File: config.mk
export PLATFORM = sky130hd
export DESIGN_NAME = complex_addsub_pipe
export DESIGN_NICKNAME = d
export VERILOG_FILES = /design/src/rtl/complex_pkg.sv /design/src/rtl/complex_addsub_lane.sv /design/src/rtl/complex_addsub_pipe.sv
export SDC_FILE = /design/constraint.sdc
export NUM_CORES = 1
export LEC_CHECK = 0
export CORE_ASPECT_RATIO = 1.5
export CORE_MARGIN = 2
export CORE_UTILIZATION = 55
export CTS_CLUSTER_SIZE = 25
export DETAILED_ROUTE_END_ITERATION = 10
export PLACE_DENSITY = 0.8
export SYNTH_ARGS = -nofsm -noshare
export SYNTH_HDL_FRONTEND = slang
export SYNTH_HIERARCHICAL = 1
export SYNTH_SLANG_ARGS = --single-unit
File: constraint.sdc
create_clock -name clk -period 5.2 [get_ports clk]
set_input_delay 1.04 -clock clk [delete_from_list [all_inputs] [get_ports clk]]
set_output_delay 1.04 -clock clk [all_outputs]
set_load 0.005 [all_outputs]
File: src/rtl/complex_pkg.sv
// Shared types and helpers for the Precision/Complex blocks.
// Holds the complex operation encoding and the saturating truncation helper.
package complex_pkg;

    typedef enum logic [1:0] {
        CPLX_ADD,
        CPLX_SUB,
        CPLX_ADDCONJ,
        CPLX_ADDJ
    } cplx_op_t;

    // Widest component supported by sat_trunc, plus headroom for a sum
    localparam int CPLX_MAXW = 64;
    localparam int CPLX_SW   = CPLX_MAXW + 2;

    typedef logic signed [CPLX_SW-1:0] cplx_wide_t;

    // Clamp a sign-extended value into the signed w-bit range
    function automatic logic [CPLX_MAXW-1:0] sat_trunc(
        input cplx_wide_t value,
        input int         w
    );
        cplx_wide_t lim;
        cplx_wide_t r;
        lim = cplx_wide_t'(1) <<< (w - 1);
        if (value >= lim) begin
            r = lim - cplx_wide_t'(1);
        end else if (value < -lim) begin
            r = -lim;
        end else begin
            r = value;
        end
        return r[CPLX_MAXW-1:0];
    endfunction

endpackage

File: src/rtl/complex_addsub_lane.sv
// One W-bit component path: extend, optional negate, add, wrap/saturate.
// COMPLEX_ADDSUB_SAT_EN selects saturation instead of wrap-around.
module complex_addsub_lane
    import complex_pkg::*;
#(
    parameter int W = 8
) (
    input  logic         clk,
    input  logic         rst,
    input  logic         s1_en,
    input  logic         s2_en,
    input  logic [W-1:0] a,
    input  logic [W-1:0] b,
    input  logic         neg,
    output logic [W-1:0] y,
    output logic         ovf
);

    logic signed [W:0]   a_d, a_q;
    logic signed [W:0]   b_d, b_q;
    logic signed [W:0]   b_ext;
    logic signed [W+1:0] sum;
    logic [W-1:0]        y_d, y_q;
    logic                ovf_d, ovf_q;

    // Stage 1: sign-extend operands, negate B at W+1 bits so -min is exact
    always_comb begin
        b_ext = {b[W-1], b};
        a_d   = a_q;
        b_d   = b_q;
        if (s1_en) begin
            a_d = {a[W-1], a};
            b_d = neg ? -b_ext : b_ext;
        end
    end

    // Stage 2: full-precision sum, range check, then reduce to W bits
    always_comb begin
        sum   = {a_q[W], a_q} + {b_q[W], b_q};
        y_d   = y_q;
        ovf_d = ovf_q;
        if (s2_en) begin
            ovf_d = (sum[W+1:W-1] != 3'b000) && (sum[W+1:W-1] != 3'b111);
`ifdef COMPLEX_ADDSUB_SAT_EN
            y_d = W'(sat_trunc(cplx_wide_t'(sum), W));
`else
            y_d = sum[W-1:0];
`endif
        end
    end

    // Stage registers, cleared by reset
    always_ff @(posedge clk or posedge rst) begin
        if (rst) begin
            a_q   <= '0;
            b_q   <= '0;
            y_q   <= '0;
            ovf_q <= 1'b0;
        end else begin
            a_q   <= a_d;
            b_q   <= b_d;
            y_q   <= y_d;
            ovf_q <= ovf_d;
        end
    end

    assign y   = y_q;
    assign ovf = ovf_q;

endmodule

File: src/rtl/complex_addsub_pipe.sv
// Two-stage valid/ready complex add/sub/add-conj/add-j with overflow flag.
// Define COMPLEX_ADDSUB_SAT_EN to saturate components instead of wrapping.
module complex_addsub_pipe
    import complex_pkg::*;
#(
    parameter int BITS      = 16,
    parameter     PRECISION = "INT"
) (
    input  logic            clk,
    input  logic            rst,
    input  logic            in_valid,
    output logic            in_ready,
    input  logic [1:0]      in_op,
    input  logic [BITS-1:0] a,
    input  logic [BITS-1:0] b,
    output logic            out_valid,
    input  logic            out_ready,
    output logic [BITS-1:0] c,
    output logic            out_ovf
);

    localparam int W = BITS / 2;

    if (PRECISION != "INT" || (BITS % 2) != 0 || BITS < 4) begin : g_bad_cfg
        $error("complex_addsub_pipe: unsupported PRECISION/BITS");
    end

    cplx_op_t     op;
    logic [W-1:0] re_b, im_b;
    logic         re_neg, im_neg;
    logic         s1_valid_d, s1_valid_q;
    logic         s2_valid_d, s2_valid_q;
    logic         s1_adv, s2_adv;
    logic         in_fire, s1_en, s2_en;
    logic [W-1:0] re_y, im_y;
    logic         re_ovf, im_ovf;

    assign op = cplx_op_t'(in_op);

    // Form effective B': pick/swap parts and choose which lanes negate
    always_comb begin
        re_b   = b[BITS-1:W];
        im_b   = b[W-1:0];
        re_neg = 1'b0;
        im_neg = 1'b0;
        unique case (op)
            CPLX_ADD: begin
            end
            CPLX_SUB: begin
                re_neg = 1'b1;
                im_neg = 1'b1;
            end
            CPLX_ADDCONJ: begin
                im_neg = 1'b1;
            end
            CPLX_ADDJ: begin
                re_b   = b[W-1:0];
                im_b   = b[BITS-1:W];
                re_neg = 1'b1;
            end
        endcase
    end

    // Handshake: a stage advances when empty or its consumer takes it
    always_comb begin
        s2_adv     = !s2_valid_q || out_ready;
        s1_adv     = !s1_valid_q || s2_adv;
        in_ready   = !rst && s1_adv;
        in_fire    = in_valid && in_ready;
        s1_en      = in_fire;
        s2_en      = s2_adv && s1_valid_q;
        s1_valid_d = s1_adv ? in_fire : s1_valid_q;
        s2_valid_d = s2_adv ? s1_valid_q : s2_valid_q;
    end

    // Stage occupancy; reset drops anything in flight
    always_ff @(posedge clk or posedge rst) begin
        if (rst) begin
            s1_valid_q <= 1'b0;
            s2_valid_q <= 1'b0;
        end else begin
            s1_valid_q <= s1_valid_d;
            s2_valid_q <= s2_valid_d;
        end
    end

    complex_addsub_lane #(.W(W)) u_re (
        .clk   (clk),
        .rst   (rst),
        .s1_en (s1_en),
        .s2_en (s2_en),
        .a     (a[BITS-1:W]),
        .b     (re_b),
        .neg   (re_neg),
        .y     (re_y),
        .ovf   (re_ovf)
    );

    complex_addsub_lane #(.W(W)) u_im (
        .clk   (clk),
        .rst   (rst),
        .s1_en (s1_en),
        .s2_en (s2_en),
        .a     (a[W-1:0]),
        .b     (im_b),
        .neg   (im_neg),
        .y     (im_y),
        .ovf   (im_ovf)
    );

    assign out_valid = s2_valid_q;
    assign c         = {re_y, im_y};
    assign out_ovf   = re_ovf | im_ovf;

endmodule

==> Word level (Yosys, flattened, before mapping) <==
Index checks and enable logic that the tools add are counted.
{ "classes": {"add_sub_neg": 4, "eq_ne": 5, "mux": 6, "n_bitwise": 1, "n_reduce_logical": 14} }
{ "op_table": {"columns": ["op", "n"], "rows": [
  ["8-bit by 9-bit adder with 10-bit output", 2],
  ["9-bit 2-to-1 mux", 2],
  ["8-bit negator with 9-bit output", 2],
  ["8-bit 2-to-1 mux", 2],
  ["3-bit != test, second input constant", 2],
  ["3-bit nonzero test", 2],
  ["1-bit logical AND", 5],
  ["2-bit equality test, second input constant", 2],
  ["2-bit OR reduction", 2],
  ["1-bit logical NOT", 3],
  ["2-bit by 1-bit equality test with 1-bit output, second input constant", 1],
  ["1-bit logical OR", 2],
  ["1-bit 2-to-1 mux", 2],
  ["1-bit OR", 1]
]} }
{ "word_totals": {"regBits": 54, "input_bits": 38, "word_cells": 40} }

==> Logic depth before layout (Yosys ltp) <==
{ "depth": {"depth_word": 5, "ltp_mapped": 11, "mapped_depth_nobuf": 9} }

==> Cells and area by module <==
The synthesis kept the hierarchy.
{ "modules_own_cells": {"columns": ["mod", "n_inst", "cells_per_inst", "area_each_um2"], "rows": [
  ["complex_addsub_lane (u_re)", 1, 144, 1527.7],
  ["complex_addsub_lane (u_im)", 1, 145, 1521.5],
  ["complex_addsub_pipe", 1, 35, 391.6]
]} }

==> Worst setup path before layout <==
No wires, ideal clock.
{ "synth_timing": {"path_type": "input to register", "startpoint": "in in_op[0]", "endpoint": "reg u_im.b_q[8]", "arrival_time_ns": 2.736, "t_required_ns": 5.064, "path_slack_ns": 2.327, "path_stages": 11, "n_path_buf": 2, "cell_sequence": "ha_1 -> buf_6 -> buf_12 -> mux2_4 -> inv_1 -> ha_1 -> nand2b_1 -> o41ai_1 -> nand2_1 -> o211ai_1 -> o21ai_0"} }
{ "synth_between": {"elab_chain_cells": 4} }
{ "synth_lines": {"columns": ["element", "line_no", "text"], "rows": [
  ["start: declaration", "complex_addsub_pipe.sv:13", "input logic [1:0] in_op,"],
  ["2-bit equality test", "complex_addsub_pipe.sv:46", "unique case (op)"],
  ["8-bit 2-to-1 mux", "complex_addsub_pipe.sv:46", null],
  ["via im_b[0]", "complex_addsub_pipe.sv:29", "logic [W-1:0] re_b, im_b;"],
  ["8-bit negator with 9-bit output", "complex_addsub_lane.sv:33", "b_d = neg ? -b_ext : b_ext;"],
  ["9-bit 2-to-1 mux", "complex_addsub_lane.sv:33", null],
  ["end signal: assignment", "complex_addsub_lane.sv:56", "b_q <= '0;"],
  ["end signal: assignment", "complex_addsub_lane.sv:61", "b_q <= b_d;"],
  ["end: declaration", "complex_addsub_lane.sv:20", "logic signed [W:0] b_d, b_q;"]
]} }
The timed path passes the listed nets, and every way through them passes these cells.
A chain may end at the register's enable or synchronous reset.

==> Worst setup path in the final report <==
{ "layout_timing": {"startpoint": "in in_op[0]", "endpoint": "reg u_re.b_q[8]"} }
{ "layout_between": {"elab_chain_cells": 4} }
{ "layout_lines": {"columns": ["element", "line_no"], "rows": [
  ["2-bit equality test", "complex_addsub_pipe.sv:46"],
  ["8-bit 2-to-1 mux", "complex_addsub_pipe.sv:46"],
  ["via re_b[0]", "complex_addsub_pipe.sv:29"],
  ["8-bit negator with 9-bit output", "complex_addsub_lane.sv:33"],
  ["9-bit 2-to-1 mux", "complex_addsub_lane.sv:33"],
  ["end signal: assignment", "complex_addsub_lane.sv:56"],
  ["end signal: assignment", "complex_addsub_lane.sv:61"],
  ["end: declaration", "complex_addsub_lane.sv:20"]
]} }
The timed path passes the listed nets, and every way through them passes these cells.

==> summary.txt <==
Finish
  • Layout cells sized above 1: approximately 18%
  • Ant. Diodes: 0
  • Fin nets: approximately 440
  • Area Growth Syn to Fin: 20.3%
  • Most common cell after layout, fill and taps aside: clkdlybuf4s50_1
  • Most frequent cells in the layout: clkdlybuf4s50_1 (56), dfrtp_1 (54), mux2_2 (35), a21oi_1 (28), nor2_1 (26)
  • Final cell count without fillers: roughly 450
  • Fillers: just under 500

Synth
  • Number of synthesized flops with an enable pin: 0
  • Ys async rst share: 100%
  • Synth cell types: between 40 and 50
  • Synth Area in Simple Gates: a little over a tenth
  • Primary FF master, synth: dfrtp_1
  • Top cells by area, synth: dfrtp_1 (39%), mux2_2 (11%), ha_1 (8.0%)
  • Yosys reg bits: 54
  • Top cell type's share of synthesized area: roughly two fifths
  • Post-synthesis average cell area: between 10 and 15 um^2
  • Cell Area, Synth: 3440 um^2
  • Syn. warnings: 6
  • Cell count after synthesis: 324
  • Synth Area in Compound Gates: between 10% and 20%
  • Leading area contributor after synthesis: dfrtp_1
  • Synth Net Count: a little under 400
  • Post-synthesis adder-cell area fraction: about 9.2%
  • Main combinational cell family by area after synthesis: multiplexers
  • Register area share after synthesis: between 30% and 40%
  • Mux cell area share after synthesis: around 16%
  • Post-synthesis xor/xnor area fraction: roughly 5.6%

STA
  • Final setup vio count: 0
  • Final worst-path cycle share: a little over two thirds
  • Final Hold Viols: 0
  • Post-route minimum period: approximately 3.6 ns
  • Slew at the pin closest to its max-slew limit: between 1 and 1.5 ns
  • Final setup TNS: 0 ns
  • RSZ-0062 raised after global routing: no
  • Max-slew headroom: between 20% and 30%
  • Max Freq: approximately 0.28 GHz
  • Worst clock skew: between 0.006 and 0.007 ns
  • Final slew viol count: 0
  • Final hold slack: 0.499 ns

Hold path
  • Hold Path Sink: out_valid$_DFFE_PP0P_
  • HP Class: reg -> reg
  • Min-delay src: s1_valid_q$_DFFE_PP0P_
  • Hold depth: 1

CTS
  • Total setup buffers inserted after CTS: 0
  • Worst-skew pair later-pin latency: ~0.3 ns
  • Max Root-Sink Buffers: 2
  • Post-CTS Hold Buffers: 0
  • CTS tree: built
  • Clock transition at path regs: 0.10 ns
  • H-tree depth: 2
  • Clock sink total: 54
  • Clk root buf: clkbuf_8
  • PostCTS Resize Cnt: 0
  • Clock buffer count from CTS: 5

Die
  • Die Area: about 7000 um^2
  • DIE HEIGHT: between 100 and 150 um
  • Core ar.: between 6000 and 7000 um^2
  • Starting Density: between 50% and 60%
  • DIE WIDTH: 68.6 um
  • Row count: 35
  • IO Count: 57

GRT
  • Total global-route track usage: 20.2%
  • GRT overflow: 0
  • Met1 usage: between 20% and 30%
  • Met2 usage: a little under two fifths
  • Largest net degree at the start of global routing: 43
  • Initial antenna violation count: 0
  • GR Util met3: roughly 2.7%
  • First-pass GRT wire length: around 11 mm
  • Vias in the first global route: approximately 2400
  • Top Usage Layer GRT: met2

Critical path
  • CP bufs+invs: 2
  • CP required: between 5 and 6 ns
  • Reg2Reg Setup Slack: between 2 and 3 ns
  • Setup CP Type: in -> reg
  • Largest delay share family, worst path: adder cells
  • Slowest-stage cell, CP: ha_1
  • Cell mode on critical path: ha_1
  • R2R Path End: u_re/ovf$_DFFE_PP0P_
  • Crit. End Element: flip-flop
  • Worst Path Max Fanout: 17
  • Worst path max stage delay: 0.71 ns
  • Worst setup SP type: primary input
  • CP arrival: 3.77 ns
  • R2R cell count: 7
  • Reg2reg start: u_re/b_q[1]$_DFFE_PP0P_
  • Cells along the critical path: clkdlybuf4s50_1 -> ha_1 -> mux2_2 -> inv_1 -> ha_1 -> nand2b_1 -> o41ai_1 -> nand2_1 -> o211ai_1 -> o21ai_1

Job
  • Max Cap Viol: 0

Routing
  • Post-route ant nets: 0
  • Pre-antenna DRT Iters: 4
  • Drt first-iter violations: about 140
  • DR DRC count: 0
  • WL per Instance: around 14 um
  • Final wirelength: 6.47 mm
  • Routed vias/inst: 5.63
  • Via count: 2538

Power
  • Maximum vdd drop: between 0.2 and 0.25 mV
  • Static Leakage: approximately 1.8 nW
  • Power Density: roughly 390 nW/um^2

Placed design
  • Port buffer count: 56
  • Detailed placer's ending HPWL: around 5 mm
  • GPL Wtd Cong: roughly 0.87
  • Placed Cells: between 400 and 500

Run status
  • Outcome: completed
==> flip-flops by register name (all words and copies together), names as in the netlist <==
register and cells:
u_im/b_q 9, s1_valid_q 1, u_re/ovf 1, u_im/ovf 1, out_valid 1, u_re/b_q 9
u_re/a_q 8, u_re/y 8, u_im/a_q 8, u_im/y 8
==> cell families (layout without fill, tap and decap cells) <==
kind of cell,Yosys count,in the layout
AND/OR/NAND/NOR,74,74
multiplexers,46,46
flip-flops,54,54
adder cells (fa/ha/maj),24,24
XOR/XNOR,22,22
AO/OA/AOI/OAI,72,72
buffers and inverters,32,85
==> Yosys cell counts (3+ instances only) <==
master,number
a21oi_1,28
buf_1,3
clkbuf_1,7
dfrtp_1,54
ha_1,22
inv_1,20
mux2_2,35
mux2_4,9
nand2_1,16
nand2b_1,8
nand3_1,3
nor2_1,27
nor2b_1,5
o211ai_1,5
o21a_1,4
o21ai_0,7
o21ai_1,3
o22ai_1,4
xnor2_1,10
xor2_1,12
==> metrics by stage <==
stage                     total power [mW]  area, um^2  utilization [%]  worst slack, ns
after detailed placement              1.38        4040             66.4             1.28
after floorplan                       1.12        3440                -             2.33
after global placement                1.36        4040             66.4             1.35
final                                 1.62        4140             68.0             1.58
after global routing                  1.75        4140             68.0             1.33
after CTS                             1.64        4140             68.0             1.60
==> metal layers <==
metal | vias to the layer above | share of wire (%)
met3 | 6 | 3.2
met1 | 1235 | 41
met4 | 0 | 1.3
li1 | 1244 | -
met2 | 53 | 55
met5 | - | 0
==> power by group <==
group          switching, mW  leakage (nW)  internal [mW]
clock                  0.142        0.0478          0.110
combinational          0.337          1.10          0.424
sequential            0.0702         0.621          0.539
==> worst max-delay path by stage <==
stage	startpoint	endpoint	slack [ns]	depth (start not counted)
after floorplan	in_op[0]	u_im/b_q[8]$_DFFE_PP0P_	2.33	11
after global placement	in_op[0]	u_re/b_q[8]$_DFFE_PP0P_	1.35	10
after detailed placement	in_op[0]	u_re/b_q[8]$_DFFE_PP0P_	1.28	10
after CTS	in_op[0]	u_re/b_q[8]$_DFFE_PP0P_	1.60	10
after global routing	in_op[0]	u_re/b_q[8]$_DFFE_PP0P_	1.33	10
final	in_op[0]	u_re/b_q[8]$_DFFE_PP0P_	1.58	10
==> final cells by class <==
type / instances / area [um^2] / area share, %
Timing Repair Buffer: 57 / 568 / 13.7
Tap cell: 74 / 92.6 / 2.24
Inverter: 20 / 75.1 / 1.81
Clock inverter: 2 / 16.3 / 0.393
Multi-Input combinational cell: 238 / 1950 / 47.2
Sequential cell: 54 / 1350 / 32.6
Clock buffer: 6 / 82.6 / 2.00
Power figures use the tool's default switching activity.
